--- config.mk ---
export PLATFORM = sky130hd
export DESIGN_NAME = key_match_stream_18
export DESIGN_NICKNAME = d
export VERILOG_FILES = /design/src/rtl/key_match_stream_18.sv
export SDC_FILE = /design/constraint.sdc
export NUM_CORES = 1
export LEC_CHECK = 0
export CAP_MARGIN = 20
export CORE_AREA = 2 2 215 133
export DETAILED_ROUTE_END_ITERATION = 7
export DIE_AREA = 0 0 217 135
export GPL_TIMING_DRIVEN = 0
export PLACE_DENSITY_LB_ADDON = 0.12
export SETUP_SLACK_MARGIN = 0.2
export SYNTH_ARGS = -nofsm -noshare
export SYNTH_HDL_FRONTEND = slang
export SYNTH_SLANG_ARGS = --single-unit
--- constraint.sdc ---
create_clock -name clk -period 2.6 [get_ports clk]
set_input_delay 0.65 -clock clk [delete_from_list [all_inputs] [get_ports clk]]
set_output_delay 0.65 -clock clk [all_outputs]
set_load 0.03 [all_outputs]
--- src/rtl/key_match_stream_18.sv ---
// -----------------------------------------------------------------------------
// key_match_stream_18
//   Streaming key matcher feeding eq_18. Each accepted key is compared with a
//   programmable reference key. Valid and payload are delayed to line up with
//   eq_18's two-tick result, and the {payload, hit} pair is absorbed into a
//   show-ahead skid FIFO. Credit-based din_ready guarantees the FIFO always has
//   room, so eq_18 (which has no enable) is never stalled.
//
//   Optional feature macro: KEY_MATCH_HIT_CNT_EN (adds hit_count / cnt_clr).
//
// Ports
//   clk, rst_n     clock, asynchronous active-low reset
//   ref_key        reference key value, captured on ref_load
//   ref_load       load ref_key into the internal reference register
//   din            key to compare
//   din_payload    payload travelling with din
//   din_valid      input word valid
//   din_ready      block can accept a word this cycle
//   dout_payload   payload of the FIFO head entry
//   dout_hit       head entry's key equalled the reference
//   dout_valid     head entry valid
//   dout_ready     downstream accepts the head entry
//   hit_count      saturating count of dequeued hits (macro only)
//   cnt_clr        synchronous clear of hit_count (macro only)
// -----------------------------------------------------------------------------
module key_match_stream_18 #(
    parameter int          TARGET_CHIP = 2,
    parameter int unsigned PAY_W       = 32,
    parameter int unsigned FIFO_DEPTH  = 4
) (
    input  logic             clk,
    input  logic             rst_n,
    input  logic [17:0]      ref_key,
    input  logic             ref_load,
    input  logic [17:0]      din,
    input  logic [PAY_W-1:0] din_payload,
    input  logic             din_valid,
    output logic             din_ready,
`ifdef KEY_MATCH_HIT_CNT_EN
    output logic [15:0]      hit_count,
    input  logic             cnt_clr,
`endif
    output logic [PAY_W-1:0] dout_payload,
    output logic             dout_hit,
    output logic             dout_valid,
    input  logic             dout_ready
);

    localparam int unsigned KEY_W = 18;
    localparam int unsigned PTR_W = (FIFO_DEPTH > 1) ? $clog2(FIFO_DEPTH) : 1;
    localparam int unsigned CNT_W = $clog2(FIFO_DEPTH + 1);
    localparam int unsigned USE_W = CNT_W + 1;

    // Reference key register
    logic [KEY_W-1:0] ref_key_q, ref_key_d;

    // Alignment pipeline: valid and payload shadows of eq_18's two stages
    logic             p1_q, p1_d, p2_q, p2_d;
    logic [PAY_W-1:0] pay1_q, pay1_d, pay2_q, pay2_d;

    // FIFO control
    logic [CNT_W-1:0] count_q, count_d;
    logic [PTR_W-1:0] wr_ptr_q, wr_ptr_d, rd_ptr_q, rd_ptr_d;
    logic             out_en_q;

    // FIFO storage (no reset; reads are gated by dout_valid)
    logic [PAY_W-1:0] mem_pay [FIFO_DEPTH];
    logic             mem_hit [FIFO_DEPTH];

    logic             match;
    logic             acc_c;
    logic             wr_en_c;
    logic             rd_en_c;
    logic [USE_W-1:0] used_c;

    eq_18 #(
        .TARGET_CHIP (TARGET_CHIP)
    ) u_eq (
        .clk   (clk),
        .din_a (din),
        .din_b (ref_key_q),
        .match (match)
    );

    // Handshakes and credit. Occupancy counts queued plus in-flight words; a
    // dequeue in the same cycle is deliberately not credited back.
    always_comb begin
        used_c    = USE_W'(count_q) + USE_W'(p1_q) + USE_W'(p2_q);
        din_ready = out_en_q & (used_c < USE_W'(FIFO_DEPTH));
        acc_c     = din_valid & din_ready;
        wr_en_c   = p2_q;
        dout_valid = (count_q != '0);
        rd_en_c   = dout_valid & dout_ready;
    end

    // Show-ahead head; zero while empty so reset values are deterministic
    always_comb begin
        dout_payload = '0;
        dout_hit     = 1'b0;
        if (dout_valid) begin
            dout_payload = mem_pay[rd_ptr_q];
            dout_hit     = mem_hit[rd_ptr_q];
        end
    end

    // Next-state for reference, pipeline and FIFO control
    always_comb begin
        ref_key_d = ref_key_q;
        p1_d      = acc_c;
        pay1_d    = din_payload;
        p2_d      = p1_q;
        pay2_d    = pay1_q;
        count_d   = count_q;
        wr_ptr_d  = wr_ptr_q;
        rd_ptr_d  = rd_ptr_q;

        if (ref_load) begin
            ref_key_d = ref_key;
        end
        // Depth is a power of two, so pointer overflow is the modulo wrap
        if (wr_en_c) begin
            wr_ptr_d = wr_ptr_q + PTR_W'(1);
        end
        if (rd_en_c) begin
            rd_ptr_d = rd_ptr_q + PTR_W'(1);
        end
        unique case ({wr_en_c, rd_en_c})
            2'b10:   count_d = count_q + CNT_W'(1);
            2'b01:   count_d = count_q - CNT_W'(1);
            default: count_d = count_q;
        endcase
    end

    // Control registers
    always_ff @(posedge clk or negedge rst_n) begin
        if (!rst_n) begin
            ref_key_q <= '0;
            p1_q      <= 1'b0;
            p2_q      <= 1'b0;
            pay1_q    <= '0;
            pay2_q    <= '0;
            count_q   <= '0;
            wr_ptr_q  <= '0;
            rd_ptr_q  <= '0;
            out_en_q  <= 1'b0;
        end else begin
            ref_key_q <= ref_key_d;
            p1_q      <= p1_d;
            p2_q      <= p2_d;
            pay1_q    <= pay1_d;
            pay2_q    <= pay2_d;
            count_q   <= count_d;
            wr_ptr_q  <= wr_ptr_d;
            rd_ptr_q  <= rd_ptr_d;
            out_en_q  <= 1'b1;
        end
    end

    // FIFO write: match now belongs to the word tracked by p2
    always_ff @(posedge clk) begin
        if (wr_en_c) begin
            mem_pay[wr_ptr_q] <= pay2_q;
            mem_hit[wr_ptr_q] <= match;
        end
    end

`ifdef KEY_MATCH_HIT_CNT_EN
    logic [15:0] hit_cnt_q, hit_cnt_d;

    // Saturating hit counter; clear wins over a same-cycle increment
    always_comb begin
        hit_cnt_d = hit_cnt_q;
        if (cnt_clr) begin
            hit_cnt_d = '0;
        end else if (rd_en_c && dout_hit && (hit_cnt_q != 16'hFFFF)) begin
            hit_cnt_d = hit_cnt_q + 16'd1;
        end
    end

    always_ff @(posedge clk or negedge rst_n) begin
        if (!rst_n) begin
            hit_cnt_q <= '0;
        end else begin
            hit_cnt_q <= hit_cnt_d;
        end
    end

    assign hit_count = hit_cnt_q;
`endif

endmodule

// -----------------------------------------------------------------------------
// eq_18
//   Two-tick 18-bit equality comparator, no enable, no reset. Stage one
//   registers per-chunk equality, stage two reduces to the match flag.
// Ports
//   clk           clock
//   din_a, din_b  operands
//   match         din_a == din_b, two edges after sampling
// -----------------------------------------------------------------------------
module eq_18 #(
    parameter int TARGET_CHIP = 2
) (
    input  logic        clk,
    input  logic [17:0] din_a,
    input  logic [17:0] din_b,
    output logic        match
);

    // Chunk size tuned to the target's LUT width
    localparam int unsigned CHUNK_W = (TARGET_CHIP == 2) ? 6 : 3;
    localparam int unsigned N_CHUNK = 18 / CHUNK_W;

    logic [N_CHUNK-1:0] chunk_eq_d, chunk_eq_q;

    always_comb begin
        chunk_eq_d = '0;
        for (int unsigned i = 0; i < N_CHUNK; i++) begin
            chunk_eq_d[i] = (din_a[i*CHUNK_W +: CHUNK_W] == din_b[i*CHUNK_W +: CHUNK_W]);
        end
    end

    always_ff @(posedge clk) begin
        chunk_eq_q <= chunk_eq_d;
        match      <= &chunk_eq_q;
    end

endmodule

==> results.cfg, run 1 <==
[cts]
clockBufferDepth = 3
cts_tree = done
cts_buffers = 23
clk_pin_slew_ns = 0.06
insertion_delay_ns = 0.51
htreeDepth = 1
holdBufCountCts = 0
cts_root_buf = clkbuf_16
cts_sinks = 228

[cells_and_area]
nets = 622
final_cell_area_um2 = 11000
num-fill-cells = 2437
finalNonFillerCells = 926
drive_above_1_share_pct = 36.3
diodes = 0
syn_to_final_growth_pct = 35.6

[timing]
rsz0062_at_grt = yes
slew_headroom_pct = 66.1
setup_ws_ns = -0.132
fin_crit_ns = 2.73
holdWs_ns = 0.118
drv_slew = 0
skew_ns = 0.0160
finalSetupViolCount = 33
period_share_pct = 105
hold_viol = 0
max_freq_ghz = 0.366
max_slew.worst_pin.slew_ns = 0.508

[die]
die_h_um = 135
core_um2 = 27200
start_util_pct = 29.8
dieArea_um2 = 29300
pin_count = 108
row_count = 47
die_x_um = 217

[power]
p_per_area_nw_per_um2 = 1110
power.leakage_nw = 4.12
power_w = 0.0122
max-vdd-ir-drop_mv = 0.518

[routing]
detail_route.first_pass.iterations = 4
wirelength_mm = 16.0
wire_per_inst_um = 17.3
num_vias = 3881
avgViaCountPerCell = 4.19
antenna_left = 0
drt_first_iter_violations = 102
drc_errors = 0

[setup_path]
r2r_start = count_q[2]
reg2reg_depth = 10
r2r_end = count_q[2]
cp_max_fo = 5
critical_path.slowest_cell = mux4_2
path_common_cell = buf_12
critPathCaptureType = output port
rrSetupSlack_ns = 0.45
path_class = register to output port
critPathMaxStageDelay_ns = 0.50
cp.arrival_ns = 2.08
worstPathCellList = buf_12 -> buf_12 -> buf_16 -> mux4_2 -> and2_4 -> buf_6
required_ns = 1.95
crit_path_start_kind = register

[placement]
dp_hpwl_mm = 9.79
place_congestion = 0.689
numPlacedInstances = 864
placed_cell_area_um2 = 9720
dp_slack_ns = -0.422
portBuffers = 106

[yosys]
yosys_warnings = 0
ys_types = 29
synth.net_count = 466
syn_inst = 386
synthArstFlopShare_pct = 40.4
ys_ff_latch = 228
avgSynthCellArea_um2 = 21.0
synth_flop_cell = edfxtp_1
synth_edf_count = 132
synth_area_um2 = 8090
ys_seq_area_share_pct = 78.5

[global_route]
grt_pass1_wl_mm = 25.5
grt_pass1_vias = 4440
grt_overflow = 0
antenna_found_initial = 0
grt_max_degree = 59
grt_use_total_pct = 11.5

[job]
cap_violations = 0

[outcome]
violations = setup timing
outcome = complete, but fails checks

[hold_path]
hold_class = input port to async pin
[cell usage after synthesis, types with 2 or more instances]
master | count | share of area, %
mux4_2 | 28 | 7.8
xor2_1 | 9 | 0.97
xnor2_1 | 15 | 1.6
clkbuf_1 | 5 | 0.23
dfrtp_1 | 92 | 28
edfxtp_1 | 132 | 49
buf_12 | 2 | 0.49
mux4_1 | 5 | 1.6
buf_2 | 5 | 0.31
nor3_1 | 3 | 0.19
and2_1 | 39 | 3.0
dfxtp_1 | 4 | 0.99
inv_1 | 7 | 0.32
mux2_2 | 18 | 2.5
ha_1 | 6 | 0.93
nand4_1 | 3 | 0.23
[routing by layer]
layer / GRT usage, % / routed length, um / vias to the layer above
met1: 15.9 / 7610 / 2018
met4: 2.66 / 322 / 0
met3: 2.97 / 783 / 28
li1: - / - / 1753
met5: 0 / 0 / -
met2: 18.2 / 7280 / 82
[cells in the final DEF, fill, tap and decap left out, types with 5 or more instances in the layout]
cell type	netlist	layout
and2_4	0	33
buf_12	2	12
buf_4	0	14
buf_6	1	38
clkbuf_16	0	24
clkbuf_8	0	7
clkdlybuf4s50_1	0	70
clkinv_2	0	5
dfrtp_1	92	90
edfxtp_1	132	132
ha_1	6	6
inv_1	7	7
mux2_2	18	18
mux4_2	28	33
xnor2_1	15	15
xor2_1	9	9
[how the worst max path moves through the flow]
stage | start | end | slack (ns) | depth (start not counted)
after floorplan | count_q[0] | dout_payload[22] | 0.47 | 4
after global placement | rst_n | pay1_q[19] | -3.15 | 1
after detailed placement | count_q[0] | dout_payload[2] | -0.42 | 5
after CTS | rd_ptr_q[0] | dout_payload[16] | -0.19 | 6
after global routing | rd_ptr_q[0] | dout_payload[16] | -0.22 | 6
final | rd_ptr_q[0] | dout_payload[16] | -0.13 | 6
[sequential cells by signal, summed over array words and instances, names as in the netlist]
name	flops
rd_ptr_q	2
count_q	3
pay2_q	32
p1_q	1
p2_q	1
out_en_q	1
ref_key_q	18
u_eq.match	1
mem_pay	128
wr_ptr_q	2
pay1_q	32
u_eq.chunk_eq_q	3
mem_hit	4
[stage by stage]
stage,setup TNS [ns],util (%)
3_5_place_dp,-10.07,35.8
3_3_place_gp,-302.74,35.4
2_1_floorplan,0,-
4_1_cts,-4.19,40.2
6_report,-2.74,40.4
5_1_grt,-5.29,40.4
[where the power goes]
part | total, W | internal, W | switching, W
Clock | 0.00339 | 0.00206 | 0.00133
Combinational | 0.00452 | 0.00246 | 0.00206
Sequential | 0.00427 | 0.00414 | 0.000127
Total | 0.0122 | 0.00867 | 0.00351
[critical path: cells and delay by family (launching register included)]
family / cells / cell delay, ns
muxes: 1 / 0.50
buffers and inverters: 4 / 0.50
and+or+nand+nor: 1 / 0.16
DFF: 1 / 0.41
[kinds of logic (layout without fill, tap and decap cells)]
group / count (synthesis) / in the layout / synth area share (%)
other cells: 1 / 1 / 0.0464
simple gates: 50 / 50 / 3.74
fa+ha+maj: 7 / 7 / 1.18
flops: 228 / 228 / 78.5
mux: 52 / 52 / 12.0
compound gates: 3 / 3 / 0.247
buf+inv: 21 / 194 / 1.69
xor+xnor: 24 / 24 / 2.60
[final cells by class]
class | instances | area (um^2) | area share, %
flip-flops and latches | 228 | 6350 | 57.9
multi-input cells | 137 | 1680 | 15.3
repair buffers | 131 | 1480 | 13.5
clock buffers | 31 | 656 | 5.98
well taps | 367 | 459 | 4.19
plain buffers | 14 | 190 | 1.73
clock inverters | 11 | 131 | 1.20
inverters | 7 | 26.3 | 0.240
[repair_timing]
item,4_1_cts,5_1_grt
pin swaps,26,3
setup buffers,12,4
endpoints found under the setup margin,35,35
gates resized for setup,308,7
gates cloned,4,0
Note: power is estimated with default switching activity, not from simulation.
==> run 2, diff against run 1 <==
Settings changed: CORE_AREA 2 2 215 133 to 5 5 218 136, DIE_AREA 0 0 217 135 to 0 0 223 141.
==> results.cfg, run 2 (synthesis results as in run 1) <==
[outcome]
outcome = complete, but fails checks
violations = setup timing

[power]
power.leakage_nw = 3.99
p_per_area_nw_per_um2 = 1070
max-vdd-ir-drop_mv = 0.458

[timing]
skew_ns = 0.0157
max_freq_ghz = 0.370
holdWs_ns = 0.127
rsz0062_at_grt = yes
drv_slew = 0
setup_ws_ns = -0.103
max_slew.worst_pin.slew_ns = 0.542
fin_crit_ns = 2.70
period_share_pct = 104
slew_headroom_pct = 63.9
finalSetupViolCount = 32
hold_viol = 0

[setup_path]
r2r_end = count_q[2]
reg2reg_depth = 10
rrSetupSlack_ns = 0.46
r2r_start = count_q[1]
crit_path_start_kind = register
cp_max_fo = 6
critPathCaptureType = output port
path_class = register to output port
cp.arrival_ns = 2.05
required_ns = 1.95

[global_route]
grt_overflow = 0
antenna_found_initial = 0
grt_pass1_wl_mm = 25.7
grt_pass1_vias = 4435
grt_max_degree = 56
grt_use_total_pct = 10.6

[routing]
wirelength_mm = 16.3
detail_route.first_pass.iterations = 4
antenna_left = 0
drt_first_iter_violations = 232
wire_per_inst_um = 17.5
num_vias = 3880
avgViaCountPerCell = 4.17
drc_errors = 0

[die]
start_util_pct = 29.2
die_h_um = 141
row_count = 48
dieArea_um2 = 31400
die_x_um = 223
core_um2 = 27700
pin_count = 108

[placement]
place_congestion = 0.693
dp_slack_ns = -0.426
dp_hpwl_mm = 10.1
portBuffers = 106

[cells_and_area]
regMostFlops = mem_pay
largest_reg_flops = 128
nets = 618
final_cell_mix = 132 x edfxtp_1, 91 x dfrtp_1, 70 x clkdlybuf4s50_1, 33 x mux4_2, 30 x buf_6
final_common_cell = edfxtp_1
syn_to_final_growth_pct = 33.0
drive_above_1_share_pct = 33.9
reg_top3 = mem_pay x128, pay1_q x32, pay2_q x32
diodes = 0

[cts]
insertion_delay_ns = 0.51
cts_tree = done
clockBufferDepth = 3
cts_buffers = 23
clk_pin_slew_ns = 0.06
cts_root_buf = clkbuf_16
cts_sinks = 228
htreeDepth = 1

[job]
cap_violations = 0

[hold_path]
hold_class = input port to async pin
==> run 2: changes by cell type in the layout (fill, tap and decap cells not counted), sizes merged <==
cell,change
clkinv,-3
buf,-4
bufinv,-2
clkinvlp,+2
clkbuf,+3
==> run 2: where the power goes <==
part           switching [W]  internal (W)  leakage (nW)
registers           0.000122       0.00414          2.30
logic                0.00200       0.00214          1.35
clock network        0.00133       0.00183         0.349
==> run 2: worst max path at each step <==
stage | slack, ns | depth (start not counted) | from | to
global route | -0.18 | 5 | rd_ptr_q[0] | dout_payload[9]
CTS | -0.15 | 6 | rd_ptr_q[0] | dout_payload[18]
global placement | -3.08 | 1 | rst_n | pay2_q[13]
finish | -0.10 | 6 | rd_ptr_q[0] | dout_payload[18]
detailed placement | -0.43 | 5 | count_q[0] | dout_payload[2]
floorplan | 0.47 | 4 | count_q[0] | dout_payload[22]
==> run 2: repair_timing <==
action	CTS	global route
gates cloned	1	1
setup buffers	10	4
endpoints found under the setup margin	35	35
gates resized for setup	279	10
pin swaps	13	5
hold buffers	0	0
==> run 2: critical path: stages (launching register included) <==
cell and delay (ns):
dfrtp_1 0.37, buf_12 0.14, buf_8 0.12, buf_12 0.12
mux4_2 0.50, and2_4 0.17, buf_6 0.13
==> run 2: final cells by class <==
class | instances | area (um^2)
fill | 2564 | 17000
sequential | 228 | 6350
multi-input combinational | 137 | 1670
timing repair buffer | 127 | 1330
clock buffer | 34 | 647
tap | 375 | 469
buffer | 14 | 185
clock inverter | 8 | 77.6
inverter | 7 | 26.3
==> run 2: metal layers <==
metal | track usage [%] | up-vias | wire (um)
met5 | 0 | - | 0
met4 | 2.48 | 0 | 357
met3 | 3.00 | 25 | 933
met2 | 16.6 | 90 | 7640
met1 | 14.7 | 2020 | 7340
li1 | - | 1745 | -
==> run 2: stage by stage <==
step           TNS [ns]  util (%)  power [W]  cells  instance area (um^2)
4_1_cts           -3.07      38.5     0.0117    925                 10700
5_1_grt           -4.34      38.8     0.0122    930                 10800
3_5_place_dp     -10.47      35.1    0.00790    872                  9730
2_1_floorplan         0         -    0.00648    386                  8090
6_report          -1.57      38.8     0.0116    930                 10800
3_3_place_gp    -297.09      34.7    0.00782    867                  9620
